**config.mk**
```make
export PLATFORM = sky130hd
export DESIGN_NAME = axis_conv_in_buffer
export DESIGN_NICKNAME = d
export VERILOG_FILES = /design/src/rtl/axis_conv_in_buffer_pkg.sv /design/src/rtl/axis_conv_in_buffer_fifo.sv /design/src/rtl/axis_conv_in_buffer.sv
export SDC_FILE = /design/constraint.sdc
export NUM_CORES = 1
export LEC_CHECK = 0
export CORE_MARGIN = 2
export CORE_UTILIZATION = 54
export CTS_CLUSTER_DIAMETER = 80
export DETAILED_ROUTE_END_ITERATION = 10
export PLACE_DENSITY = 0.83
export RECOVER_POWER = 100
export SYNTH_ARGS = -nofsm -noshare
export SYNTH_HDL_FRONTEND = slang
export SYNTH_HIERARCHICAL = 1
export SYNTH_SLANG_ARGS = --single-unit
```
**constraint.sdc**
```tcl
create_clock -name aclk -period 4.2 [get_ports aclk]
set_clock_uncertainty 0.15 [all_clocks]
set_input_delay 0.63 -clock aclk [delete_from_list [all_inputs] [get_ports aclk]]
set_output_delay 0.63 -clock aclk [all_outputs]
set_load 0.05 [all_outputs]
```
**src/rtl/axis_conv_in_buffer_pkg.sv**
```systemverilog
// Shared configuration and width helpers for the conv input path
// (axis_input_pipe, axis_conv_in_buffer, conv core).
`ifndef WORD_WIDTH
`define WORD_WIDTH 8
`endif
`ifndef KERNEL_W_MAX
`define KERNEL_W_MAX 3
`endif
`ifndef TUSER_WIDTH_CONV_IN
`define TUSER_WIDTH_CONV_IN 4
`endif
`ifndef I_IS_CONFIG
`define I_IS_CONFIG 0
`endif

package axis_conv_in_buffer_pkg;

    localparam int CONV_UNITS        = 2;
    localparam int CONV_CORES        = 2;
    localparam int CONV_WORD_WIDTH   = `WORD_WIDTH;
    localparam int CONV_KERNEL_W_MAX = `KERNEL_W_MAX;
    localparam int CONV_TUSER_WIDTH  = `TUSER_WIDTH_CONV_IN;
    localparam int CONV_I_IS_CONFIG  = `I_IS_CONFIG;

    function automatic int pix_width(input int word_width, input int units);
        return word_width * units;
    endfunction

    function automatic int wgt_width(input int word_width, input int cores, input int kernel_w_max);
        return word_width * cores * kernel_w_max;
    endfunction

    // Entry layout {tlast, tuser, weights, pixels_2, pixels_1}
    function automatic int entry_width(input int word_width, input int units, input int cores,
                                       input int kernel_w_max, input int tuser_width);
        return 1 + tuser_width + 2 * pix_width(word_width, units)
               + wgt_width(word_width, cores, kernel_w_max);
    endfunction

endpackage

```
**src/rtl/axis_conv_in_buffer_fifo.sv**
```systemverilog
// Generic first-word-fall-through FIFO with registered ready/valid;
// storage is deliberately not reset.
module sync_fifo_fwft #(
    parameter int WIDTH = 8,
    parameter int DEPTH = 4
) (
    input  logic             clk_i,
    input  logic             rst_ni,
    input  logic             push_i,
    input  logic [WIDTH-1:0] din_i,
    output logic             ready_o,
    input  logic             pop_i,
    output logic             valid_o,
    output logic [WIDTH-1:0] dout_o
);

    localparam int AW = $clog2(DEPTH);

    logic [WIDTH-1:0] mem_q [DEPTH];
    logic [AW-1:0]    wr_ptr_q, wr_ptr_d, rd_ptr_q, rd_ptr_d;
    logic [AW:0]      fill_q, fill_d;
    logic             ready_q, ready_d, valid_q, valid_d;
    logic             do_push_s, do_pop_s;

    assign do_push_s = push_i & ready_q;
    assign do_pop_s  = pop_i & valid_q;

    // Next-state for pointers, fill level and the registered flags
    always_comb begin
        wr_ptr_d = wr_ptr_q;
        rd_ptr_d = rd_ptr_q;
        fill_d   = fill_q;
        if (do_push_s) begin
            wr_ptr_d = wr_ptr_q + AW'(1);
        end else begin
            wr_ptr_d = wr_ptr_q;
        end
        if (do_pop_s) begin
            rd_ptr_d = rd_ptr_q + AW'(1);
        end else begin
            rd_ptr_d = rd_ptr_q;
        end
        case ({do_push_s, do_pop_s})
            2'b10:   fill_d = fill_q + (AW+1)'(1);
            2'b01:   fill_d = fill_q - (AW+1)'(1);
            default: fill_d = fill_q;
        endcase
        ready_d = (fill_d < (AW+1)'(DEPTH));
        valid_d = (fill_d != '0);
    end

    // Control state; async reset empties the buffer and drops valid at once
    always_ff @(posedge clk_i or negedge rst_ni) begin
        if (!rst_ni) begin
            wr_ptr_q <= '0;
            rd_ptr_q <= '0;
            fill_q   <= '0;
            ready_q  <= 1'b0;
            valid_q  <= 1'b0;
        end else begin
            wr_ptr_q <= wr_ptr_d;
            rd_ptr_q <= rd_ptr_d;
            fill_q   <= fill_d;
            ready_q  <= ready_d;
            valid_q  <= valid_d;
        end
    end

    // Payload storage
    always_ff @(posedge clk_i) begin
        if (do_push_s) begin
            mem_q[wr_ptr_q] <= din_i;
        end
    end

    assign ready_o = ready_q;
    assign valid_o = valid_q;
    assign dout_o  = mem_q[rd_ptr_q];

endmodule

```
**src/rtl/axis_conv_in_buffer.sv**
```systemverilog
// Elastic buffer between axis_input_pipe and the conv core with bring-up counters.
// Optional stall counters are enabled by defining CONV_IN_BUFFER_STALL_CNT_EN.
`ifndef WORD_WIDTH
`define WORD_WIDTH 8
`endif
`ifndef KERNEL_W_MAX
`define KERNEL_W_MAX 3
`endif
`ifndef TUSER_WIDTH_CONV_IN
`define TUSER_WIDTH_CONV_IN 4
`endif
`ifndef I_IS_CONFIG
`define I_IS_CONFIG 0
`endif

module axis_conv_in_buffer
    import axis_conv_in_buffer_pkg::*;
#(
    parameter int UNITS               = CONV_UNITS,
    parameter int CORES               = CONV_CORES,
    parameter int WORD_WIDTH          = CONV_WORD_WIDTH,
    parameter int KERNEL_W_MAX        = CONV_KERNEL_W_MAX,
    parameter int TUSER_WIDTH_CONV_IN = CONV_TUSER_WIDTH,
    parameter int I_IS_CONFIG         = CONV_I_IS_CONFIG,
    parameter int DEPTH               = 4,
    parameter int CNT_W               = 16
) (
    input  logic                                      aclk,
    input  logic                                      aresetn,
    input  logic                                      s_axis_tvalid,
    output logic                                      s_axis_tready,
    input  logic                                      s_axis_tlast,
    input  logic [WORD_WIDTH*UNITS-1:0]               s_axis_pixels_1_tdata,
    input  logic [WORD_WIDTH*UNITS-1:0]               s_axis_pixels_2_tdata,
    input  logic [WORD_WIDTH*CORES*KERNEL_W_MAX-1:0]  s_axis_weights_tdata,
    input  logic [TUSER_WIDTH_CONV_IN-1:0]            s_axis_tuser,
    output logic                                      m_axis_tvalid,
    input  logic                                      m_axis_tready,
    output logic                                      m_axis_tlast,
    output logic [WORD_WIDTH*UNITS-1:0]               m_axis_pixels_1_tdata,
    output logic [WORD_WIDTH*UNITS-1:0]               m_axis_pixels_2_tdata,
    output logic [WORD_WIDTH*CORES*KERNEL_W_MAX-1:0]  m_axis_weights_tdata,
    output logic [TUSER_WIDTH_CONV_IN-1:0]            m_axis_tuser,
    output logic [CNT_W-1:0]                          beat_count,
    output logic [CNT_W-1:0]                          config_count,
    output logic [CNT_W-1:0]                          packet_count
`ifdef CONV_IN_BUFFER_STALL_CNT_EN
    ,
    output logic [CNT_W-1:0]                          stall_in_count,
    output logic [CNT_W-1:0]                          stall_out_count
`endif
);

    localparam int ENTRY_W = entry_width(WORD_WIDTH, UNITS, CORES, KERNEL_W_MAX, TUSER_WIDTH_CONV_IN);

    logic [ENTRY_W-1:0] din_s, dout_s;
    logic               push_s, is_cfg_s;
    logic [CNT_W-1:0]   beat_q, beat_d, cfg_q, cfg_d, pkt_q, pkt_d;

    assign din_s = {s_axis_tlast, s_axis_tuser, s_axis_weights_tdata,
                    s_axis_pixels_2_tdata, s_axis_pixels_1_tdata};
    assign {m_axis_tlast, m_axis_tuser, m_axis_weights_tdata,
            m_axis_pixels_2_tdata, m_axis_pixels_1_tdata} = dout_s;

    sync_fifo_fwft #(
        .WIDTH (ENTRY_W),
        .DEPTH (DEPTH)
    ) u_fifo (
        .clk_i   (aclk),
        .rst_ni  (aresetn),
        .push_i  (s_axis_tvalid),
        .din_i   (din_s),
        .ready_o (s_axis_tready),
        .pop_i   (m_axis_tready),
        .valid_o (m_axis_tvalid),
        .dout_o  (dout_s)
    );

    assign push_s   = s_axis_tvalid & s_axis_tready;
    assign is_cfg_s = s_axis_tuser[I_IS_CONFIG];

    // Accepted-beat classification counters
    always_comb begin
        beat_d = beat_q;
        cfg_d  = cfg_q;
        pkt_d  = pkt_q;
        if (push_s) begin
            if (is_cfg_s) begin
                cfg_d = cfg_q + CNT_W'(1);
            end else begin
                beat_d = beat_q + CNT_W'(1);
            end
            if (s_axis_tlast) begin
                pkt_d = pkt_q + CNT_W'(1);
            end else begin
                pkt_d = pkt_q;
            end
        end else begin
            beat_d = beat_q;
        end
    end

    // Counter registers
    always_ff @(posedge aclk or negedge aresetn) begin
        if (!aresetn) begin
            beat_q <= '0;
            cfg_q  <= '0;
            pkt_q  <= '0;
        end else begin
            beat_q <= beat_d;
            cfg_q  <= cfg_d;
            pkt_q  <= pkt_d;
        end
    end

    assign beat_count   = beat_q;
    assign config_count = cfg_q;
    assign packet_count = pkt_q;

`ifdef CONV_IN_BUFFER_STALL_CNT_EN
    logic [CNT_W-1:0] stall_in_q, stall_in_d, stall_out_q, stall_out_d;

    // Stall cycle counters for upstream and downstream backpressure
    always_comb begin
        stall_in_d  = stall_in_q;
        stall_out_d = stall_out_q;
        if (s_axis_tvalid && !s_axis_tready) begin
            stall_in_d = stall_in_q + CNT_W'(1);
        end else begin
            stall_in_d = stall_in_q;
        end
        if (m_axis_tvalid && !m_axis_tready) begin
            stall_out_d = stall_out_q + CNT_W'(1);
        end else begin
            stall_out_d = stall_out_q;
        end
    end

    // Stall counter registers
    always_ff @(posedge aclk or negedge aresetn) begin
        if (!aresetn) begin
            stall_in_q  <= '0;
            stall_out_q <= '0;
        end else begin
            stall_in_q  <= stall_in_d;
            stall_out_q <= stall_out_d;
        end
    end

    assign stall_in_count  = stall_in_q;
    assign stall_out_count = stall_out_q;
`endif

endmodule

```
==> Word-level counts from Yosys, hierarchy flattened <==
Memory sizes are Yosys's and may differ from the RTL's.
Cells that the tools add are included.
W data, S select, Z words.
{ "totals": {"ff_bits": 57, "ramBits": 340, "output_inout_bits": 135, "mem_count": 1} }
{ "memory_table": {"columns": ["memory", "depth", "width", "read_ports", "rd_clocked_by_memory_dff", "wr", "line", "rtl"], "rows": [
  ["u_fifo.mem_q", 4, 85, 1, 0, 1, "axis_conv_in_buffer_fifo.sv:19", "logic [WIDTH-1:0] mem_q [DEPTH];"]
]} }
{ "op_classes": {"add_sub_neg": 7, "order_cmp": 1, "eq_ne": 2, "muxes": 3, "n_bitwise": 3, "n_reduce_logical": 4} }
{ "op_table": {"columns": ["cell", "n"], "rows": [
  ["$add A16 B1 Y16 const B", 3],
  ["$pmux W3 S2", 1],
  ["$reduce_and A2 Y1", 3],
  ["$add A2 B1 Y2 const B", 2],
  ["$add A3 B1 Y3 const B", 1],
  ["$lt A3 B3 Y1 const B", 1],
  ["$reduce_bool A3 Y1", 1],
  ["$sub A3 B1 Y3 const B", 1],
  ["$and A1 B1 Y1", 2],
  ["$eq A2 B1 Y1 const B", 1],
  ["$eq A2 B2 Y1 const B", 1],
  ["$mux W1", 2],
  ["$not A1 Y1", 1]
]} }

==> Longest topological paths before layout <==
{ "logic_depth": {"word_depth": 4, "depth_mapped": 7} }

==> Modules after synthesis <==
Netlist, hierarchy kept.
{ "by_module_without_submodules": {"columns": ["module", "instances", "cells_each", "area_each_um2", "seq_area_each_um2"], "rows": [
  ["sync_fifo_fwft", 1, 485, 12751.0, 10435.0],
  ["axis_conv_in_buffer", 1, 180, 2112.0, 1201.2]
]} }

==> Worst setup path before layout <==
OpenSTA, ideal clock, no wires.
{ "synth_timing": {"path_type": "register to register", "from": "reg u_fifo.ready_q (netlist: u_fifo/ready_o)", "to": "mem u_fifo/mem_q[0][0] (netlist bit) (enable)", "arrival_ns": 2.916, "path_slack_ns": 0.681, "stages_incl_launch_ff": 2, "path_buffers": 0, "period_less_slack_ns": 3.519, "cell_sequence": "dfrtp_1 and3_1"} }
{ "synth_between": {"elab_chain_len": 3} }
{ "synth_lines": {"columns": ["item", "line", "rtl"], "rows": [
  ["start, declared", "axis_conv_in_buffer_fifo.sv:22", "logic ready_q, ready_d, valid_q, valid_d;"],
  ["start signal, assigned", "axis_conv_in_buffer_fifo.sv:64", "ready_q <= ready_d;"],
  ["$and A1 B1 Y1", "axis_conv_in_buffer_fifo.sv:25", "assign do_push_s = push_i & ready_q;"],
  ["$mux W1", "axis_conv_in_buffer_fifo.sv:71", "if (do_push_s) begin"],
  ["$mux W1 (not written as such)", "axis_conv_in_buffer_fifo.sv:72", "mem_q[wr_ptr_q] <= din_i;"],
  ["end, declared", "axis_conv_in_buffer_fifo.sv:19", null]
]} }
No other way between the ends.

==> Worst setup path in the final report <==
{ "layout_timing": {"from": "reg u_fifo.rd_ptr_q[1]", "to": "out m_axis_weights_tdata[3]"} }
{ "layout_between": {"elab_chain_len": 1} }
{ "layout_lines": {"columns": ["item", "line", "rtl"], "rows": [
  ["start, declared", "axis_conv_in_buffer_fifo.sv:20", "logic [AW-1:0] wr_ptr_q, wr_ptr_d, rd_ptr_q, rd_ptr_d;"],
  ["start signal, assigned", "axis_conv_in_buffer_fifo.sv:62", "rd_ptr_q <= rd_ptr_d;"],
  ["$mem_v2 Z4 W85", null, null],
  ["end, declared", "axis_conv_in_buffer.sv:42", "output logic [WORD_WIDTH*CORES*KERNEL_W_MAX-1:0] m_axis_weights_tdata,"]
]} }
No other way between the ends.

==> impl_metrics.toml <==
[final_layout]
area_delta_synth_final_pct = 25.99
final_nets = 1020
fill_cells = 1655
final_layout_size_suffix_gt1_frac = 0.1707
multi_input_area_um2 = 3009
sequential_cell_area_um2 = 11640

[power]
total_power_w = 0.01409
comb_power_share = 0.377
peakVddDrop_mv = 0.5566
power.net_switching_w = 0.005189
pwr-share-seq = 0.379
cell_internal_pwr_w = 0.008900
power.share.clock = 0.244
power.switching_fraction = 0.3683
power_density_nw_per_um2 = 752.4
power.leakage_nw = 6.631

[critical_path]
critical_path_data_required_time_ns = 3.42
cp_class = "reg -> out"
critPathCaptureType = "primary output"
timing.critical_path.from_type = "flip-flop"
critical_path_arrival_ns = 2.85
critical_path.max_fanout = 36

[yosys]
synth_area_leaders = "sky130_fd_sc_hd__edfxtp_1, sky130_fd_sc_hd__mux4_2, sky130_fd_sc_hd__dfrtp_1, sky130_fd_sc_hd__xnor2_1, sky130_fd_sc_hd__xor2_1"
syn_nets = 763
synth.yosys.seq_area_share = 0.7829
post_synth_inst_count = 665
syn-cell-area_um2 = 14860
synth.avg_cell_area_um2 = 22.35
synth_largest_type_area_fraction = 0.6869
ys_warn_count = 6
yosys.cell_types.count = 35
synth.ff_latch_count = 397
synth_top_area_cell = "sky130_fd_sc_hd__edfxtp_1"

[route]
route.detailed.vias_per_inst = 5.656
via_count = 7324
firstDrtPassIters = 5
detail-route-antenna-nets = 0
drc = 0
postRouteWirelength_um = 28660
drtIter0Drc = 625
wl_per_cell_um = 22.13

[floorplan]
fp-row-count = 60
floorplan.initialDensity = 0.5500
die_height_um = 169.9
design.die.area_um2 = 28870
die_width_um = 169.9
floorplan.io_pins = 224
core_area_um2 = 27030

[sta]
timing_worst_slew_pin_value_ns = 2.318
fmax_mhz = 275.3
setup_viol_count_final = 0
unrepaired_setup_endpoints_after_global_routing = "no"
final.period_utilization = 0.8649
slew_violations = 241
final_hold_vio_count = 0
slew_headroom = -0.5456
post-route-min-period_ns = 3.633
timing.setup.tns_ns = 0

[clocking]
cts_resized = 0
cts.sinks = 397
clockRootBuffer = "sky130_fd_sc_hd__clkbuf_16"
cts_htree_levels = 2
cts_tree = "built"
postCtsSetupBuffers = 0
holdBufCountCts = 0
cts.path.max_buffers = 3
cts-buffers-inserted = 40
worst_setup_hold_path_clk_slew_ns = 0.06
clkLatencyLatePin_ns = 0.51

[outcome]
outcome = "finished, violations left"
failed_checks = "max-capacitance violations, max-slew violations"

[global_routing]
grt_antenna_before_repair = 7
grt_pass1_vias = 7671
grt_max_degree = 53
track_usage = 0.1999
grt_pass1_wl_um = 43540
gr-total-overflow = 0

[placement]
dpl.hpwl_um = 17310
placer_s_final_routability_congestion_estimate = 0.8268
placement.io_buffers = 223

[job]
cap_violations = 6

[min_path]
timing.hold.worst.class = "reg -> reg"
## layer usage
layer,share of wire,wire (um),vias up,global-route usage
met4,0.015,424,4,0.04571
met5,0.00094,27,-,0
met1,0.40,11560,3811,0.2678
met3,0.076,2190,38,0.05256
met2,0.50,14460,256,0.3347
li1,-,-,3215,-
## flip-flops by register name, summed over array words and instances (netlist names)
signal / cells
u_fifo/mem_q: 340
beat_count: 16
config_count: 16
packet_count: 16
u_fifo/fill_q: 3
u_fifo/rd_ptr_q: 2
u_fifo/wr_ptr_q: 2
u_fifo/ready_o: 1
u_fifo/valid_o: 1
## worst paths after layout
check                                          endpoint  slack (ns)  cells past startpoint          startpoint
worst max register to register      u_fifo/mem_q[2][63]        1.08                      4  u_fifo/wr_ptr_q[0]
worst min register to register         packet_count[15]        0.34                      1    packet_count[15]
worst min-delay path                   packet_count[15]        0.34                      1    packet_count[15]
min in group asynchronous               packet_count[8]        0.53                      1             aresetn
worst max-delay path            m_axis_weights_tdata[3]        0.57                      3  u_fifo/rd_ptr_q[1]
max in group asynchronous              config_count[12]        1.58                      2             aresetn
## placed cells by master, fill, tap and decap left out, drive strengths merged, types with 8 or more instances in the layout
cell / netlist / final
edfxtp: 340 / 340
dlygate4sd3: 0 / 221
mux4: 85 / 85
clkbuf: 3 / 61
dfrtp: 57 / 57
xnor2: 27 / 27
xor2: 23 / 23
nand3: 22 / 22
nand2: 20 / 20
and3: 13 / 13
nor2: 11 / 11
clkinv: 0 / 10
inv: 7 / 9
ha: 8 / 8
## critical path: stages, from the launching register on
cell and delay (ns):
sky130_fd_sc_hd__dfrtp_4 0.78, sky130_fd_sc_hd__buf_4 0.39, sky130_fd_sc_hd__mux4_2 0.36, sky130_fd_sc_hd__dlygate4sd3_1 0.78
## layout make-up
cell class,instances,area share
repair buffers,236,0.1245
clock inverters,18,0.01076
diodes,5,0.0006682
clock buffers,51,0.05733
inverters,7,0.001403
multi-input cells,240,0.1607
flip-flops and latches,397,0.6218
well taps,341,0.02278
## power groups by stage
stage          combinational, W  clock [W]  sequential (W)
6_report                0.00531    0.00344         0.00534
5_1_grt                 0.00556    0.00366         0.00540
4_1_cts                 0.00570    0.00351         0.00533
3_5_place_dp            0.00566          0         0.00539
3_3_place_gp            0.00564          0         0.00535
2_1_floorplan           0.00377          0         0.00555
## synthesized netlist by cell type
cell	number
sky130_fd_sc_hd__and3_1	12
sky130_fd_sc_hd__and3_2	1
sky130_fd_sc_hd__and2_1	2
sky130_fd_sc_hd__xor2_1	23
sky130_fd_sc_hd__clkbuf_1	3
sky130_fd_sc_hd__fa_1	1
sky130_fd_sc_hd__or2_2	1
sky130_fd_sc_hd__nand3_1	22
sky130_fd_sc_hd__edfxtp_1	340
sky130_fd_sc_hd__nand2_1	20
sky130_fd_sc_hd__nand4_2	1
sky130_fd_sc_hd__xnor2_1	27
sky130_fd_sc_hd__buf_2	9
sky130_fd_sc_hd__o21ai_0	2
sky130_fd_sc_hd__nor3_2	1
sky130_fd_sc_hd__nand4b_1	1
sky130_fd_sc_hd__buf_12	3
sky130_fd_sc_hd__nor4_1	3
sky130_fd_sc_hd__buf_8	1
sky130_fd_sc_hd__and4_2	1
sky130_fd_sc_hd__buf_4	3
sky130_fd_sc_hd__nor3_1	3
sky130_fd_sc_hd__nor2_1	11
sky130_fd_sc_hd__inv_1	7
sky130_fd_sc_hd__dfrtp_1	57
sky130_fd_sc_hd__ha_1	8
sky130_fd_sc_hd__or3_1	1
sky130_fd_sc_hd__and4_1	2
sky130_fd_sc_hd__nor3_4	1
sky130_fd_sc_hd__nand4bb_1	1
sky130_fd_sc_hd__nand4_1	5
sky130_fd_sc_hd__or4_4	1
sky130_fd_sc_hd__mux2_2	4
sky130_fd_sc_hd__mux4_2	85
sky130_fd_sc_hd__buf_6	2
## cell families (layout without fill, tap and decap cells)
| logic type | Yosys count | in the layout | synth area share |
|---|---|---|---|
| AOI/OAI and AO/OA | 2 | 2 | 0.0006735 |
| xor gates and xnor gates | 50 | 50 | 0.02946 |
| adders and majority gates | 9 | 9 | 0.008082 |
| buffers and inverters | 28 | 312 | 0.01364 |
| DFF | 397 | 397 | 0.7829 |
| muxes | 89 | 89 | 0.1318 |
| other | 0 | 5 | 0 |
| and+or+nand+nor | 90 | 90 | 0.03342 |
## per-stage QoR
| step | std cells | hold slack (ns) | utilization | setup slack, ns | cell area [um^2] |
|---|---|---|---|---|---|
| global placement | 1221 | 0.3201 | 0.6495 | 1.139 | 17550 |
| detailed placement | 1221 | 0.3235 | 0.6495 | 1.103 | 17550 |
| floorplan | 665 | 0.1844 | - | 0.6810 | 14860 |
| global route | 1293 | 0.3610 | 0.6927 | 0.4677 | 18720 |
| finish | 1295 | 0.3368 | 0.6929 | 0.5675 | 18730 |
| CTS | 1290 | 0.08949 | 0.6967 | 0.5720 | 18830 |
No activity file was read; power rests on OpenSTA's default activity.
